<file path="src/rtl/bus_arbiter_rr.sv">
// Round-robin arbiter letting NM bus masters share one memory-mapped slave port.
// Optional BUS_ARB_TIMEOUT_EN aborts a BUSY access after TIMEOUT cycles and pulses bus_err.
module bus_arbiter_rr #(
   parameter int NM      = 3,
   parameter int AW      = 32,
   parameter int DW      = 32,
   parameter int TIMEOUT = 255,
   localparam int GW     = $clog2(NM)
) (
   input  logic             clk,
   input  logic             rst,
   input  logic [NM*AW-1:0] m_addr,
   input  logic [NM*DW-1:0] m_wdata,
   input  logic [NM*2-1:0]  m_rw,
   output logic [DW-1:0]    m_rdata,
   output logic [NM-1:0]    m_stall,
   output logic [AW-1:0]    s_addr,
   output logic [DW-1:0]    s_wdata,
   output logic [1:0]       s_rw,
   input  logic [DW-1:0]    s_rdata,
   input  logic             s_ack,
   output logic [GW-1:0]    grant_id,
   output logic             bus_err
);

   typedef enum logic [1:0] {
      ST_IDLE = 2'd0,
      ST_BUSY = 2'd1,
      ST_RESP = 2'd2
   } state_t;

   localparam logic [1:0] RW_IDLE  = 2'b00;
   localparam logic [1:0] RW_READ  = 2'b01;
   localparam logic [1:0] RW_WRITE = 2'b10;

   if (NM < 2 || NM > 8 || TIMEOUT < 1 || TIMEOUT > 65535) begin : g_bad_params
      $error("bus_arbiter_rr: NM or TIMEOUT out of range");
   end

   state_t        state, state_d;
   logic [GW-1:0] ptr, ptr_d;
   logic [GW-1:0] grant_id_d;
   logic [AW-1:0] s_addr_d;
   logic [DW-1:0] s_wdata_d;
   logic [1:0]    s_rw_d;
   logic [DW-1:0] m_rdata_d;

   logic [NM-1:0] req;
   logic          pick_valid;
   int            pick_idx;
   int            cand;

`ifdef BUS_ARB_TIMEOUT_EN
   localparam logic [15:0] TMO_LAST = 16'(TIMEOUT - 1);
   logic [15:0] tmo_cnt, tmo_cnt_d;
   logic        bus_err_q, bus_err_d;

   assign bus_err = bus_err_q;
`else
   assign bus_err = 1'b0;
`endif

   // Encoding 11 is deliberately not a request.
   always_comb begin
      for (int i = 0; i < NM; i++) begin
         req[i] = (m_rw[2*i +: 2] == RW_READ) || (m_rw[2*i +: 2] == RW_WRITE);
      end
   end

   // The only combinational path to the masters: release happens in the RESP cycle.
   always_comb begin
      for (int i = 0; i < NM; i++) begin
         m_stall[i] = req[i] && !((state == ST_RESP) && (grant_id == GW'(i)));
      end
   end

   // Scan downward so the requester closest above ptr is the last one written.
   always_comb begin
      pick_valid = 1'b0;
      pick_idx   = 0;
      cand       = 0;
      for (int k = NM - 1; k >= 0; k--) begin
         cand = int'(ptr) + k;
         if (cand >= NM) begin
            cand = cand - NM;
         end
         if (req[cand]) begin
            pick_valid = 1'b1;
            pick_idx   = cand;
         end
      end
   end

   always_comb begin
      // NOTE: every signal assigned here gets a default first so no path leaves one unassigned and infers a latch.
      state_d    = state;
      ptr_d      = ptr;
      grant_id_d = grant_id;
      s_addr_d   = s_addr;
      s_wdata_d  = s_wdata;
      s_rw_d     = s_rw;
      m_rdata_d  = m_rdata;
`ifdef BUS_ARB_TIMEOUT_EN
      tmo_cnt_d  = tmo_cnt;
      bus_err_d  = 1'b0;
`endif

      case (state)
         ST_IDLE: begin
            s_rw_d = RW_IDLE;
            if (pick_valid) begin
               grant_id_d = GW'(pick_idx);
               s_addr_d   = m_addr[pick_idx*AW +: AW];
               s_wdata_d  = m_wdata[pick_idx*DW +: DW];
               s_rw_d     = m_rw[2*pick_idx +: 2];
               state_d    = ST_BUSY;
`ifdef BUS_ARB_TIMEOUT_EN
               tmo_cnt_d  = '0;
`endif
            end
         end

         ST_BUSY: begin
            // An ack arriving together with the timeout is a normal completion.
            if (s_ack) begin
               if (s_rw == RW_READ) begin
                  m_rdata_d = s_rdata;
               end
               s_rw_d  = RW_IDLE;
               state_d = ST_RESP;
            end
`ifdef BUS_ARB_TIMEOUT_EN
            else if (tmo_cnt == TMO_LAST) begin
               m_rdata_d = '0;
               s_rw_d    = RW_IDLE;
               bus_err_d = 1'b1;
               state_d   = ST_RESP;
            end else begin
               tmo_cnt_d = tmo_cnt + 16'd1;
            end
`endif
         end

         ST_RESP: begin
            // ptr moves past the finished master even if it withdrew mid-access.
            ptr_d   = (grant_id == GW'(NM - 1)) ? '0 : grant_id + 1'b1;
            state_d = ST_IDLE;
         end

         default: begin
            state_d = ST_IDLE;
         end
      endcase
   end

   always_ff @(posedge clk or negedge rst) begin
      if (!rst) begin
         state     <= ST_IDLE;
         ptr       <= '0;
         grant_id  <= '0;
         s_addr    <= '0;
         s_wdata   <= '0;
         s_rw      <= RW_IDLE;
         m_rdata   <= '0;
`ifdef BUS_ARB_TIMEOUT_EN
         tmo_cnt   <= '0;
         bus_err_q <= 1'b0;
`endif
      end else begin
         // NOTE: state uses non-blocking assignments so every register samples pre-edge values.
         state     <= state_d;
         ptr       <= ptr_d;
         grant_id  <= grant_id_d;
         s_addr    <= s_addr_d;
         s_wdata   <= s_wdata_d;
         s_rw      <= s_rw_d;
         m_rdata   <= m_rdata_d;
`ifdef BUS_ARB_TIMEOUT_EN
         tmo_cnt   <= tmo_cnt_d;
         bus_err_q <= bus_err_d;
`endif
      end
   end

endmodule
</file>
<file path="config.mk">
export PLATFORM = sky130hd
export DESIGN_NAME = bus_arbiter_rr
export DESIGN_NICKNAME = d
export VERILOG_FILES = /design/src/rtl/bus_arbiter_rr.sv
export SDC_FILE = /design/constraint.sdc
export NUM_CORES = 1
export LEC_CHECK = 0
export ABC_AREA = 1
export BUFFER_PORTS_ARGS = -buffer_cell sky130_fd_sc_hd__buf_2
export CAP_MARGIN = 20
export CORE_AREA = 2 2 130 132
export CTS_BUF_LIST = sky130_fd_sc_hd__clkbuf_2
export CTS_CLUSTER_DIAMETER = 120
export DETAILED_ROUTE_END_ITERATION = 10
export DIE_AREA = 0 0 132 134
export GPL_TIMING_DRIVEN = 0
export MAX_ROUTING_LAYER = met4
export PLACE_DENSITY = 0.84
export SETUP_SLACK_MARGIN = 0.5
export SYNTH_ARGS = -nofsm -noshare
export SYNTH_HDL_FRONTEND = slang
export SYNTH_SLANG_ARGS = --single-unit
export TNS_END_PERCENT = 10
</file>
<file path="constraint.sdc">
create_clock -name clk -period 3.15 [get_ports clk]
set_input_delay 0.4725 -clock clk [delete_from_list [all_inputs] [get_ports clk]]
set_output_delay 0.4725 -clock clk [all_outputs]
set_load 0.02 [all_outputs]
</file>
== Word-level counts from Yosys, hierarchy flattened ==
Cells that the tools add are included.

* Register bits: 104
* Bits of input ports: 233
* Output and inout bits: 104
* Word-level logic and storage cells: 79

* Add/sub/neg operators: 6
* Order comparisons: 6
* Eq/ne operators: 13
* Shift operators: 3
* Muxes and demuxes: 25
* Reductions and logical operators: 19

{| class="wikitable"
|+ Operators with widths
! operator !! count
|-
| 96-bit by 32-bit indexed part select with 32-bit output || 2
|-
| 32-bit by 4-bit < comparator with 1-bit output (second input constant) || 3
|-
| 32-bit two-way mux || 3
|-
| 31-bit two-way mux || 3
|-
| 6-bit by 32-bit indexed part select with 2-bit output || 1
|-
| 2-bit by 1-bit == test with 1-bit output (second input constant) || 6
|-
| 2-bit == test (second input constant) || 5
|-
| 2-bit two-way mux || 5
|-
| 1-bit two-way mux || 9
|-
| 2-bit one-hot mux with 2 select lines || 2
|-
| 3-bit by 2-bit subtractor with 4-bit output (second input constant) || 2
|-
| 1-bit binary-select mux with 2-bit select || 3
|-
| 3-bit by 2-bit >= comparator with 1-bit output (second input constant) || 2
|-
| 1-bit logical AND || 6
|-
| 2-bit AND reduction || 3
|-
| 2-bit logical NOT || 2
|-
| 2-bit != test (second input constant) || 2
|-
| 2-bit by 1-bit adder with 3-bit output (second input constant) || 1
|-
| 2-bit by 2-bit adder with 3-bit output (second input constant) || 1
|-
| 1-bit logical NOT || 3
|-
| 1-bit logical OR || 3
|-
| 3-bit AND reduction || 1
|-
| 2-bit by 2-bit subtractor with 3-bit output (second input constant) || 1
|-
| 2-bit by 1-bit adder with 2-bit output (second input constant) || 1
|-
| other kinds (2) || 2
|}

== Depth between registers and ports, before layout ==
Gate-level depths: netlist of the first run.

* Depth in word-level cells: 12
* Gate-level depth with buffers: 17
* Mapped depth without buffers: 15

== Least setup slack after synthesis of the first run ==
OpenSTA, ideal clock, no wires.

* Path kind: flip-flop to flip-flop
* Start point: register ptr[1]
* End point: register s_addr[31]
* Library setup time: 0.117 ns
* Data arrival time: 1.871 ns
* Data required time: 3.033 ns
* Setup slack: 1.163 ns
* Stages on the path, launching flop included: 18
* Buffers on the path: 2
* Period minus slack after synthesis: 1.987 ns
* Cells stage by stage: dfrtp_1 -> inv_1 -> ha_1 -> inv_2 -> nand3_2 -> nand3_2 -> nand2_2 -> nand2_1 -> nand2_1 -> nand2_2 -> nand2_4 -> inv_4 -> buf_12 -> buf_12 -> nand2_2 -> nand2_1 -> nand2_1 -> nand2_1

* Word-level cells in the longest chain between the ends: 10
* Elaborated cells on any way between the ends: 28
* Classes of those cells: add/sub (5); order compare (3); shift (1); mux (18); reduce/logical (1)

{| class="wikitable"
|+ Ends and longest elaborated chain
! item !! line !! RTL
|-
| start, declared || 41 || <nowiki>logic [GW-1:0] ptr, ptr_d;</nowiki>
|-
| start signal, assigned || 172 || <nowiki>ptr <= ptr_d;</nowiki>
|-
| 2-bit by 2-bit adder with 3-bit output || 83 || <nowiki>cand = int'(ptr) + k;</nowiki>
|-
| 3-bit by 2-bit subtractor with 4-bit output or 3-bit by 2-bit >= comparator with 1-bit output (tied branches) || 85, 84 ||
|-
| 32-bit two-way mux || 84 || <nowiki>if (cand >= NM) begin</nowiki>
|-
| 1-bit binary-select mux with 2-bit select || 87 || <nowiki>if (req[cand]) begin</nowiki>
|-
| 1-bit two-way mux (implied by the code) (2 in series) || 87 ||
|-
| 31-bit two-way mux or 1-bit two-way mux (tied branches) (3 in series) || 87 ||
|-
| 96-bit by 32-bit indexed part select with 32-bit output or 2-bit AND reduction (tied branches) || n/a ||
|-
| end signal, assigned || 174 || <nowiki>s_addr <= s_addr_d;</nowiki>
|-
| end, declared || 17 || <nowiki>output logic [AW-1:0] s_addr,</nowiki>
|}

Parallel ways exist; a longest one is shown, timed or not. The select of a mux whose other input is x is not followed.
A chain may end at the register's enable or synchronous reset.

== Worst setup path in the final report of the first run ==
* Start point: register ptr[1]
* End point: register s_addr[13]

The elaborated chain is that of the path after synthesis.

==> results of run 1 <==
## final timing paths
path	startpoint	end	slack, ns	cells past startpoint
setup reg to reg	ptr[1]	s_addr[13]	0.69	12
max in group asynchronous	rst	s_rw[1]	2.10	3
setup / recovery	ptr[1]	s_addr[13]	0.69	12
hold / removal	s_rdata[24]	m_rdata[24]	0.07	2
hold reg to reg	state[1]	state[0]	0.51	1
min in group asynchronous	rst	s_addr[16]	0.38	2
## routing by layer
layer / global-route usage (%) / routed length (microns)
met1: 31.5 / 9430
met2: 44.5 / 11200
met3: 5.06 / 1340
met4: 11.2 / 894
met5: - / 0
## cell families after synthesis
logic type / Yosys count / synth area share, %
compound gates: 14 / 1.47
fa+ha+maj: 7 / 1.29
buf+inv: 199 / 15.5
flops: 104 / 38.2
mux: 32 / 5.29
other cells: 1 / 0.0551
simple gates: 584 / 38.2
## registers in the layout, summed over array words and instances, names as in the netlist
register	count
s_wdata	32
m_rdata	32
state	2
ptr	2
s_rw	2
s_addr	32
grant_id	2
## where the power goes
part | total, mW | switching, mW | internal (mW)
logic | 8.12 | 5.15 | 2.97
registers | 2.35 | 0.349 | 2.00
clock network | 0.704 | 0.502 | 0.202
total | 11.2 | 6.00 | 5.17
## worst max-delay path, stage by stage, from the launching register on
cell and delay, ns:
dfrtp_1 0.50, inv_1 0.12, ha_1 0.38, inv_2 0.09, nand3_2 0.09, nand3_2 0.11, nand2_2 0.10, nand2_1 0.11
o21ai_4 0.30, buf_6 0.21, buf_2 0.24, nand2_1 0.08, nand2_1 0.07
## synth_stat cells, types with 3 or more instances
master / number / area (sq um)
nand2_4: 4 / 45.0
nand2_1: 365 / 1370
dfrtp_1: 104 / 2600
o21ai_0: 4 / 20.0
nand3b_1: 4 / 30.0
ha_1: 7 / 87.6
nor2_1: 6 / 22.5
nand3_2: 3 / 30.0
inv_2: 6 / 22.5
mux2_1: 30 / 338
inv_1: 138 / 518
nand2_2: 60 / 375
buf_12: 6 / 120
nand3_1: 138 / 691
buf_6: 22 / 248
clkbuf_1: 4 / 15.0
buf_2: 19 / 95.1
## layout make-up
cell class	count	area, sq um	area share, %
multi-input combinational	638	3150	34.3
sequential	104	2600	28.3
timing repair buffer	362	1970	21.4
inverter	146	553	6.01
buffer	53	502	5.46
tap	220	275	2.99
clock inverter	7	86.3	0.939
clock buffer	9	45.0	0.490
antenna	5	12.5	0.136
## what timing repair did
item                                    in CTS  in global routing
hold endpoints to repair                    67                  5
endpoints found under the setup margin       0                 37
gates resized for setup                      0                  2
hold buffers                                21                  5
==> summary.txt, run 1 <==
Clock tree
  – CTS sink cnt: 104
  – Worst skew pair latency: 0.64 ns
  – CTS tree: done
  – Clock transition at path regs: 0.31 ns
  – H-Tree Depth: 3
  – Post-CTS Repair Setup Buffers: 0
  – Longest Clk Path Bufs: 2
  – CTS buffer count: 9
  – Clk root buf: clkbuf_2

GRT
  – Tot GR Track Use: 26.6%
  – Grt ovf: 0
  – First-pass GRT wire length: 36300 microns
  – Initial antenna violation count: 5
  – Largest net degree at the start of global routing: 58
  – Vias in the first global route: 7344

Finish
  – Finished Cell Area: 0.00920 sq mm
  – Proportion of layout cells with a drive suffix above 1: 36.8%
  – Most frequent cells in the layout: nand2_1, buf_2, inv_1, nand3_1, dfrtp_1
  – Nets: 1554
  – Fill count: 1550
  – Area growth from synthesis to layout: 35.1%
  – Final cell count without fillers: 1544
  – Post-Route Utilization: 56.4%
  – Commonest non-fill, non-tap cell in the layout: nand2_1

STA
  – Fin. max-slew vios: 0
  – Setup TNS: 0 ns
  – Crit path time final: 2.46 ns
  – Slew headroom: 56.4%
  – Finish-stage setup viols: 0
  – Clk_skew: 0.0435 ns
  – Final worst-path cycle share: 78.1%
  – Fin. Hold Viols: 0
  – Final setup margin: 0.690 ns
  – RSZ-0062 raised after global routing: true
  – Fmax: 407 MHz
  – Worst slew pin tran: 0.654 ns
  – WHS: 0.0664 ns

Floorplan
  – Std-Cell Rows: 47
  – Total die area: 0.0177 sq mm
  – Core Region: 0.0163 sq mm
  – IO Count: 337
  – Die Ht: 134 microns
  – Die W: 132 microns
  – Initial cell density of the core: 41.8%

Placed design
  – Placed Instance Area: 0.00879 sq mm
  – Pre-CTS WS: 0.653 ns
  – PortBufs: 335
  – Dpl hpwl: 17500 microns
  – Placed cells: 1497
  – GP Congestion: 0.952

Yosys
  – Register area share after synthesis: 38.2%
  – Post-synth ARST share: 100%
  – Syn Area/Cell: 7.23 sq um
  – EDFF count, synth: 0
  – Yosys warning total: 0
  – Syn Nets: 1181
  – Mapped Area: 0.00681 sq mm
  – Syn Inst Count: 941
  – Ys flop type: dfrtp_1
  – Cell variety after synth: 33
  – Post-synthesis register bit count: 104

Drt
  – DR iter-0 viols: 397
  – Number of iterations in the first detailed-routing pass: 5
  – DR vias: 7401
  – Antenna-violating nets left: 0
  – DR WL/cell: 14.8 microns
  – Final wirelength: 22900 microns
  – # DRC: 0
  – Post-DR vias/cell: 4.79

Setup path
  – Startpoint types: register
  – WS Path Type: register to register
  – WP data arrival: 3.03 ns
  – Req. time, crit path: 3.72 ns
  – Worst setup EP type: register
  – Max FO, Critical Path: 10

Power and ir drop
  – Total power: 11.2 mW
  – Leak Pwr: 5.71 nW
  – Worst VDD drop: 0.498 mV
  – Power Density: 1220 mW/mm^2

Hold path
  – Worst min path class: input pin to register

Flow run
  – Max-Cap Viols: 0

Run status
  – Status: finished, final reports clean
(Power assumes the default switching activity.)
==> run 2, diff against run 1 <==
==> constraint.sdc (replaced) <==
create_clock -name clk -period 2.6 [get_ports clk]
set_input_delay 0.39 -clock clk [delete_from_list [all_inputs] [get_ports clk]]
set_output_delay 0.39 -clock clk [all_outputs]
set_load 0.02 [all_outputs]
==> summary.txt, run 2 (same netlist as run 1, synthesis figures left out) <==
STA
  – Crit path time final: 2.19 ns (-0.268 ns)
  – Worst slew pin tran: 0.665 ns (+0.0110 ns)
  – Clk_skew: 0.0441 ns (+0.000602 ns)
  – Fin. max-slew vios: 0 (unchanged)
  – WHS: 0.0611 ns (-0.00525 ns)
  – Final setup margin: 0.408 ns (-0.282 ns)
  – RSZ-0062 raised after global routing: true
  – Fmax: 456 MHz (+12%)
  – Slew headroom: 55.7% (-0.73 points)
  – Fin. Hold Viols: 0 (unchanged)
  – Finish-stage setup viols: 0 (unchanged)
  – Final worst-path cycle share: 84.3% (+6.2 points)

Drt
  – Post-DR vias/cell: 4.88 (+1.7%)
  – # DRC: 0 (unchanged)
  – DR iter-0 viols: 512 (+29%)
  – Number of iterations in the first detailed-routing pass: 5 (unchanged)
  – DR vias: 7884 (+6.5%)
  – Final wirelength: 26000 microns (+13%)
  – DR WL/cell: 16.1 microns (+8.2%)
  – Antenna-violating nets left: 0 (unchanged)

Setup path
  – Worst reg2reg setup slack: 0.41 ns (-0.28 ns)
  – Req. time, crit path: 3.13 ns (-0.59 ns)
  – Max stage delay on crit path: 0.48 ns (-0.02 ns)
  – Worst reg2reg startpoint: ptr[1]
  – Crit-path slowest cell: dfrtp_1
  – WP data arrival: 2.72 ns (-0.31 ns)
  – Most used cell, CP: buf_6
  – Reg2Reg Depth: 15 (+3)
  – RR Endpoint: s_addr[13]
  – Startpoint types: register
  – CP top delay family: buffers and inverters
  – Worst setup EP type: register
  – Crit path cell chain: inv_2 -> buf_6 -> ha_4 -> inv_6 -> nand3_4 -> nand3_4 -> nand2_4 -> inv_6 -> o21ai_4 -> buf_6 -> nor2_4 -> buf_12 -> buf_6 -> nand2_1 -> nand2_1
  – WS Path Type: register to register
  – Max FO, Critical Path: 10 (unchanged)
  – Crit path buffers/inverters: 7 (+3)

GRT
  – Grt ovf: 0 (unchanged)
  – Vias in the first global route: 7833 (+6.7%)
  – Tot GR Track Use: 28.4% (+1.8 points)
  – First-pass GRT wire length: 38800 microns (+6.8%)
  – Largest net degree at the start of global routing: 58 (unchanged)
  – Initial antenna violation count: 1 (-4)

Floorplan
  – Initial cell density of the core: 41.8% (unchanged)
  – IO Count: 337 (unchanged)
  – Total die area: 0.0177 sq mm (unchanged)
  – Die W: 132 microns (unchanged)
  – Std-Cell Rows: 47 (unchanged)
  – Die Ht: 134 microns (unchanged)
  – Core Region: 0.0163 sq mm (unchanged)

Finish
  – Final cell count without fillers: 1617 (+4.7%)
  – Proportion of layout cells with a drive suffix above 1: 39.2% (+2.4 points)
  – Most frequent cells in the layout: nand2_1, buf_2, inv_1
  – Commonest non-fill, non-tap cell in the layout: nand2_1
  – Largest regs: m_rdata: 32 flops, s_addr: 32 flops, s_wdata: 32 flops
  – Post-Route Utilization: 63.8% (+7.3 points)
  – Area growth from synthesis to layout: 52.6%
  – Fill count: 1407 (-9.2%)
  – Nets: 1630 (+4.9%)

Clock tree
  – H-Tree Depth: 3 (unchanged)
  – Worst skew pair latency: 0.63 ns (about the same)
  – CTS sink cnt: 104 (unchanged)
  – Clk root buf: clkbuf_2
  – Longest Clk Path Bufs: 2 (unchanged)
  – Clock transition at path regs: 0.32 ns (about the same)
  – CTS tree: done
  – CTS buffer count: 9 (unchanged)

Hold path
  – Source of the worst hold timing path: m_wdata[82]
  – Hold Path Depth: 5 (+3)
  – Worst min path class: input pin to register
  – Hold EP: s_wdata[18]

Placed design
  – Dpl hpwl: 17500 microns (unchanged)
  – GP Congestion: 0.952 (unchanged)
  – Pre-CTS WS: 0.103 ns (-0.550 ns)
  – PortBufs: 335 (unchanged)
  – Placed cells: 1497 (unchanged)

Flow run
  – Max-Cap Viols: 0 (unchanged)

Power and ir drop
  – Total power: 15.9 mW (+42%)
  – Power Density: 1530 mW/mm^2 (+26%)
  – Worst VDD drop: 0.697 mV (+40%)
  – Leak Pwr: 6.22 nW (+8.9%)

Run status
  – Status: finished, final reports clean
[run 2: changes by cell type in the layout (fill, tap and decap cells not counted), moves of 4 or more]
cell / change
nand2_1: -10
buf_4: +27
buf_2: -10
dlygate4sd3_1: +39
buf_8: +7
nand2_4: +4
buf_12: +6
clkbuf_16: +7
[run 2: power by group]
group	internal [mW]	leakage [nW]	switching, mW	total, mW
clock network	0.245	0.0765	0.609	0.854
logic	5.11	4.85	7.05	12.2
registers	2.43	1.29	0.434	2.86
[run 2: worst max-delay path by stage]
| stage | startpoint | endpoint | slack, ns | depth (start not counted) |
|---|---|---|---|---|
| floorplan | ptr[1] | s_wdata[11] | 0.61 | 17 |
| global placement | rst | s_wdata[5] | -0.02 | 1 |
| detailed placement | ptr[1] | s_addr[5] | 0.10 | 11 |
| CTS | ptr[1] | s_wdata[26] | 0.40 | 16 |
| global route | ptr[0] | s_addr[15] | 0.27 | 15 |
| finish | ptr[1] | s_addr[13] | 0.41 | 15 |
[run 2: metal layers]
| layer | wire length (microns) | part of all wire (%) | up-vias | GRT usage (%) |
|---|---|---|---|---|
| met4 | 926 | 3.6 | 0 | 11.1 |
| met1 | 9930 | 38 | 3668 | 32.6 |
| met5 | 0 | 0 | - | - |
| met2 | 13400 | 52 | 387 | 49.4 |
| met3 | 1710 | 6.6 | 83 | 4.99 |
| li1 | - | - | 3746 | - |
[run 2: final cells by class]
class	count	area (sq um)	area share (%)
Timing Repair Buffer	438	2810	27.1
Antenna cell	2	5.00	0.0482
Multi-Input combinational cell	638	3360	32.3
Tap cell	220	275	2.65
Buffer	53	621	5.98
Inverter	146	578	5.57
Clock inverter	7	86.3	0.831
Clock buffer	9	45.0	0.434
Sequential cell	104	2600	25.1
[run 2: what timing repair did]
item / 4_1_cts / 5_1_grt
setup endpoints to repair: 72 / 97
cloned: 2 / 7
hold buffers: 64 / 1
setup buffers: 18 / 10
pin swaps: 8 / 15
resized for setup: 22 / 79
hold endpoints to repair: 110 / 1
[run 2: metrics by stage]
stage | instance area, sq um | setup TNS, ns
3_3_place_gp | 8760 | -1.12
6_report | 10400 | 0
4_1_cts | 9810 | 0
3_5_place_dp | 8790 | 0
5_1_grt | 10400 | 0
2_1_floorplan | 6810 | 0
[run 2: worst min-delay path, delay by kind of cell]
| kind | cells | cell delay, ns |
|---|---|---|
| and+or+nand+nor | 4 | 0.19 |
| buffers and inverters | 1 | 0.10 |
==> run 3, diff against run 2 <==
--- a/config.mk
+++ b/config.mk
@@ -8,14 +8,14 @@
 export ABC_AREA = 1
 export BUFFER_PORTS_ARGS = -buffer_cell sky130_fd_sc_hd__buf_2
 export CAP_MARGIN = 20
-export CORE_AREA = 2 2 130 132
+export CORE_MARGIN = 2
+export CORE_UTILIZATION = 43
 export CTS_BUF_LIST = sky130_fd_sc_hd__clkbuf_2
 export CTS_CLUSTER_DIAMETER = 120
 export DETAILED_ROUTE_END_ITERATION = 10
-export DIE_AREA = 0 0 132 134
 export GPL_TIMING_DRIVEN = 0
 export MAX_ROUTING_LAYER = met4
-export PLACE_DENSITY = 0.84
+export PLACE_DENSITY = 0.89
 export SETUP_SLACK_MARGIN = 0.5
 export SYNTH_ARGS = -nofsm -noshare
 export SYNTH_HDL_FRONTEND = slang
==> constraint.sdc (replaced) <==
create_clock -name clk -period 1.8 [get_ports clk]
set_input_delay 0.27 -clock clk [delete_from_list [all_inputs] [get_ports clk]]
set_output_delay 0.27 -clock clk [all_outputs]
set_load 0.02 [all_outputs]
==> summary.txt, run 3 (same netlist as run 1, synthesis figures left out) <==
Run status
  – Status: finished with violations
  – Failing checks: negative hold slack, negative setup slack

STA
  – Final worst-path cycle share: 139% (+55 points)
  – Crit path time final: 2.50 ns (+0.312 ns)
  – Slew headroom: 62.6% (+6.9 points)
  – Finish-stage setup viols: 72 (+72)
  – RSZ-0062 raised after global routing: true
  – Fmax: 399 MHz (-12%)
  – Final setup margin: -0.704 ns (-1.11 ns)
  – Worst slew pin tran: 0.561 ns (-0.103 ns)
  – Fin. max-slew vios: 0 (unchanged)
  – Clk_skew: 0.0258 ns (-0.0183 ns)
  – Fin. Hold Viols: 1 (+1)
  – WHS: -0.00420 ns (-0.0653 ns)

Clock tree
  – Worst skew pair latency: 0.66 ns (+0.03 ns)
  – CTS sink cnt: 104 (unchanged)
  – H-Tree Depth: 3 (unchanged)
  – Clk root buf: clkbuf_2
  – CTS buffer count: 9 (unchanged)
  – CTS tree: done
  – Longest Clk Path Bufs: 2 (unchanged)
  – Clock transition at path regs: 0.27 ns (-0.05 ns)

Drt
  – Post-DR vias/cell: 5.48 (+12%)
  – Antenna-violating nets left: 0 (unchanged)
  – DR iter-0 viols: 1004 (+96%)
  – DR WL/cell: 20.6 microns (+28%)
  – Final wirelength: 35300 microns (+36%)
  – DR vias: 9396 (+19%)
  – # DRC: 0 (unchanged)
  – Number of iterations in the first detailed-routing pass: 6 (+1)

Power and ir drop
  – Total power: 26.5 mW (+67%)
  – Leak Pwr: 6.88 nW (+11%)
  – Power Density: 2160 mW/mm^2 (+42%)
  – Worst VDD drop: 0.933 mV (+34%)

Finish
  – Largest regs: m_rdata: 32 flops, s_addr: 32 flops, s_wdata: 32 flops
  – Register area: 0.00261 sq mm (about the same)
  – Fill count: 905 (-36%)
  – Commonest non-fill, non-tap cell in the layout: nand2_1
  – Area growth from synthesis to layout: 79.8%
  – Proportion of layout cells with a drive suffix above 1: 41.0% (+1.8 points)
  – Post-Route Utilization: 79.9% (+16 points)
  – Final cell count without fillers: 1716 (+6.1%)
  – Area of the multi-input gates: 0.00360 sq mm (+7.3%)
  – Nets: 1722 (+5.6%)
  – Most frequent cells in the layout: nand2_1, buf_2, dlygate4sd3_1

Floorplan
  – Core Region: 0.0153 sq mm (-6.0%)
  – Die Ht: 130 microns (-3.1%)
  – IO Count: 337 (unchanged)
  – Total die area: 0.0169 sq mm (-4.7%)
  – Initial cell density of the core: 44.5% (+2.7 points)
  – Std-Cell Rows: 45 (-4.3%)
  – Die W: 130 microns (-1.6%)

GRT
  – First-pass GRT wire length: 50500 microns (+30%)
  – Initial antenna violation count: 17 (+16)
  – Grt ovf: 0 (unchanged)
  – Vias in the first global route: 9591 (+22%)
  – Largest net degree at the start of global routing: 67 (+16%)
  – Tot GR Track Use: 41.1% (+13 points)

Placed design
  – PortBufs: 335 (unchanged)
  – Placed cells: 1488 (-0.60%)
  – Pre-CTS WS: -0.571 ns (-0.673 ns)
  – Dpl hpwl: 17800 microns (+1.6%)
  – GP Congestion: 0.926 (-2.8%)

Setup path
  – WP data arrival: 3.08 ns (+0.36 ns)
  – Req. time, crit path: 2.38 ns (-0.75 ns)
  – Worst setup EP type: register
  – Max FO, Critical Path: 10 (unchanged)
  – Startpoint types: register
  – WS Path Type: register to register

Hold path
  – Worst min path class: input pin to register

Flow run
  – Max-Cap Viols: 0 (unchanged)
## run 3: changes by cell type in the layout (fill, tap and decap cells not counted), moves of 11 or more
cell           previous run  this run
diode_2                   2        20
nand2_2                  63        74
mux2_4                    0        32
nand3_2                   3        25
nand3_1                 135       111
dlygate4sd3_1            65       159
buf_2                   343       241
mux2_1                   30         0
buf_6                    21       108
## run 3: area by class of cell
| type | count | area share (%) |
|---|---|---|
| Timing Repair Buffer | 530 | 35.3 |
| Multi-Input combinational cell | 638 | 29.4 |
| Sequential cell | 104 | 21.3 |
| Buffer | 53 | 5.93 |
| Inverter | 146 | 4.68 |
| Tap cell | 211 | 2.16 |
| Clock buffer | 11 | 0.450 |
| Antenna cell | 20 | 0.409 |
| Clock inverter | 3 | 0.368 |
## run 3: per-stage QoR
stage / hold WS [ns] / TNS (ns) / cell area, sq um
6_report: -0.00420 / -28.46 / 12200
3_5_place_dp: 0.284 / -33.07 / 8810
3_3_place_gp: 0.456 / -104.19 / 8780
5_1_grt: 0.00116 / -39.28 / 12200
4_1_cts: 0.00113 / -21.56 / 11800
2_1_floorplan: -0.0256 / -7.72 / 6840
## run 3: metal layers
layer  vias up  share of wire (%)  GRT usage (%)
li1       3957                  -              -
met1      4309                 33           40.5
met2       802                 48           65.2
met3       328                 10           17.7
met4         0                8.9           29.2
met5         -                  0              -
## run 3: worst paths after layout
check | start | end | slack [ns] | depth (start not counted)
max | ptr[1] | s_addr[1] | -0.70 | 14
min | m_addr[26] | s_addr[26] | -0.004 | 7
max reg2reg | ptr[1] | s_addr[1] | -0.70 | 14
min reg2reg | state[1] | state[0] | 0.51 | 1
max in group asynchronous | rst | ptr[0] | 0.95 | 3
min in group asynchronous | rst | s_addr[11] | 0.07 | 2
## run 3: critical path, stage by stage, from the launching register on
cell and delay (ns):
dfrtp_1 0.47, buf_4 0.15, ha_2 0.22, inv_4 0.10
nand4_1 0.15, nand2_1 0.18, nand3_4 0.08, nand2_4 0.11
buf_12 0.16, buf_8 0.14, nand3_1 0.23, nand3_1 0.19
nand2_1 0.07, nand2_1 0.07, nand2_1 0.08
## run 3: timing repair
item,CTS,global route
hold buffers,159,0
cloned,4,2
pin swaps,23,19
setup buffers,23,6
resized for setup,307,71
setup endpoints to repair,204,204
endpoints found under the hold margin,138,0
## run 3: power by group
part           switching (mW)  internal, mW
sequential               1.05          3.52
combinational            11.5          9.28
clock                   0.834         0.315
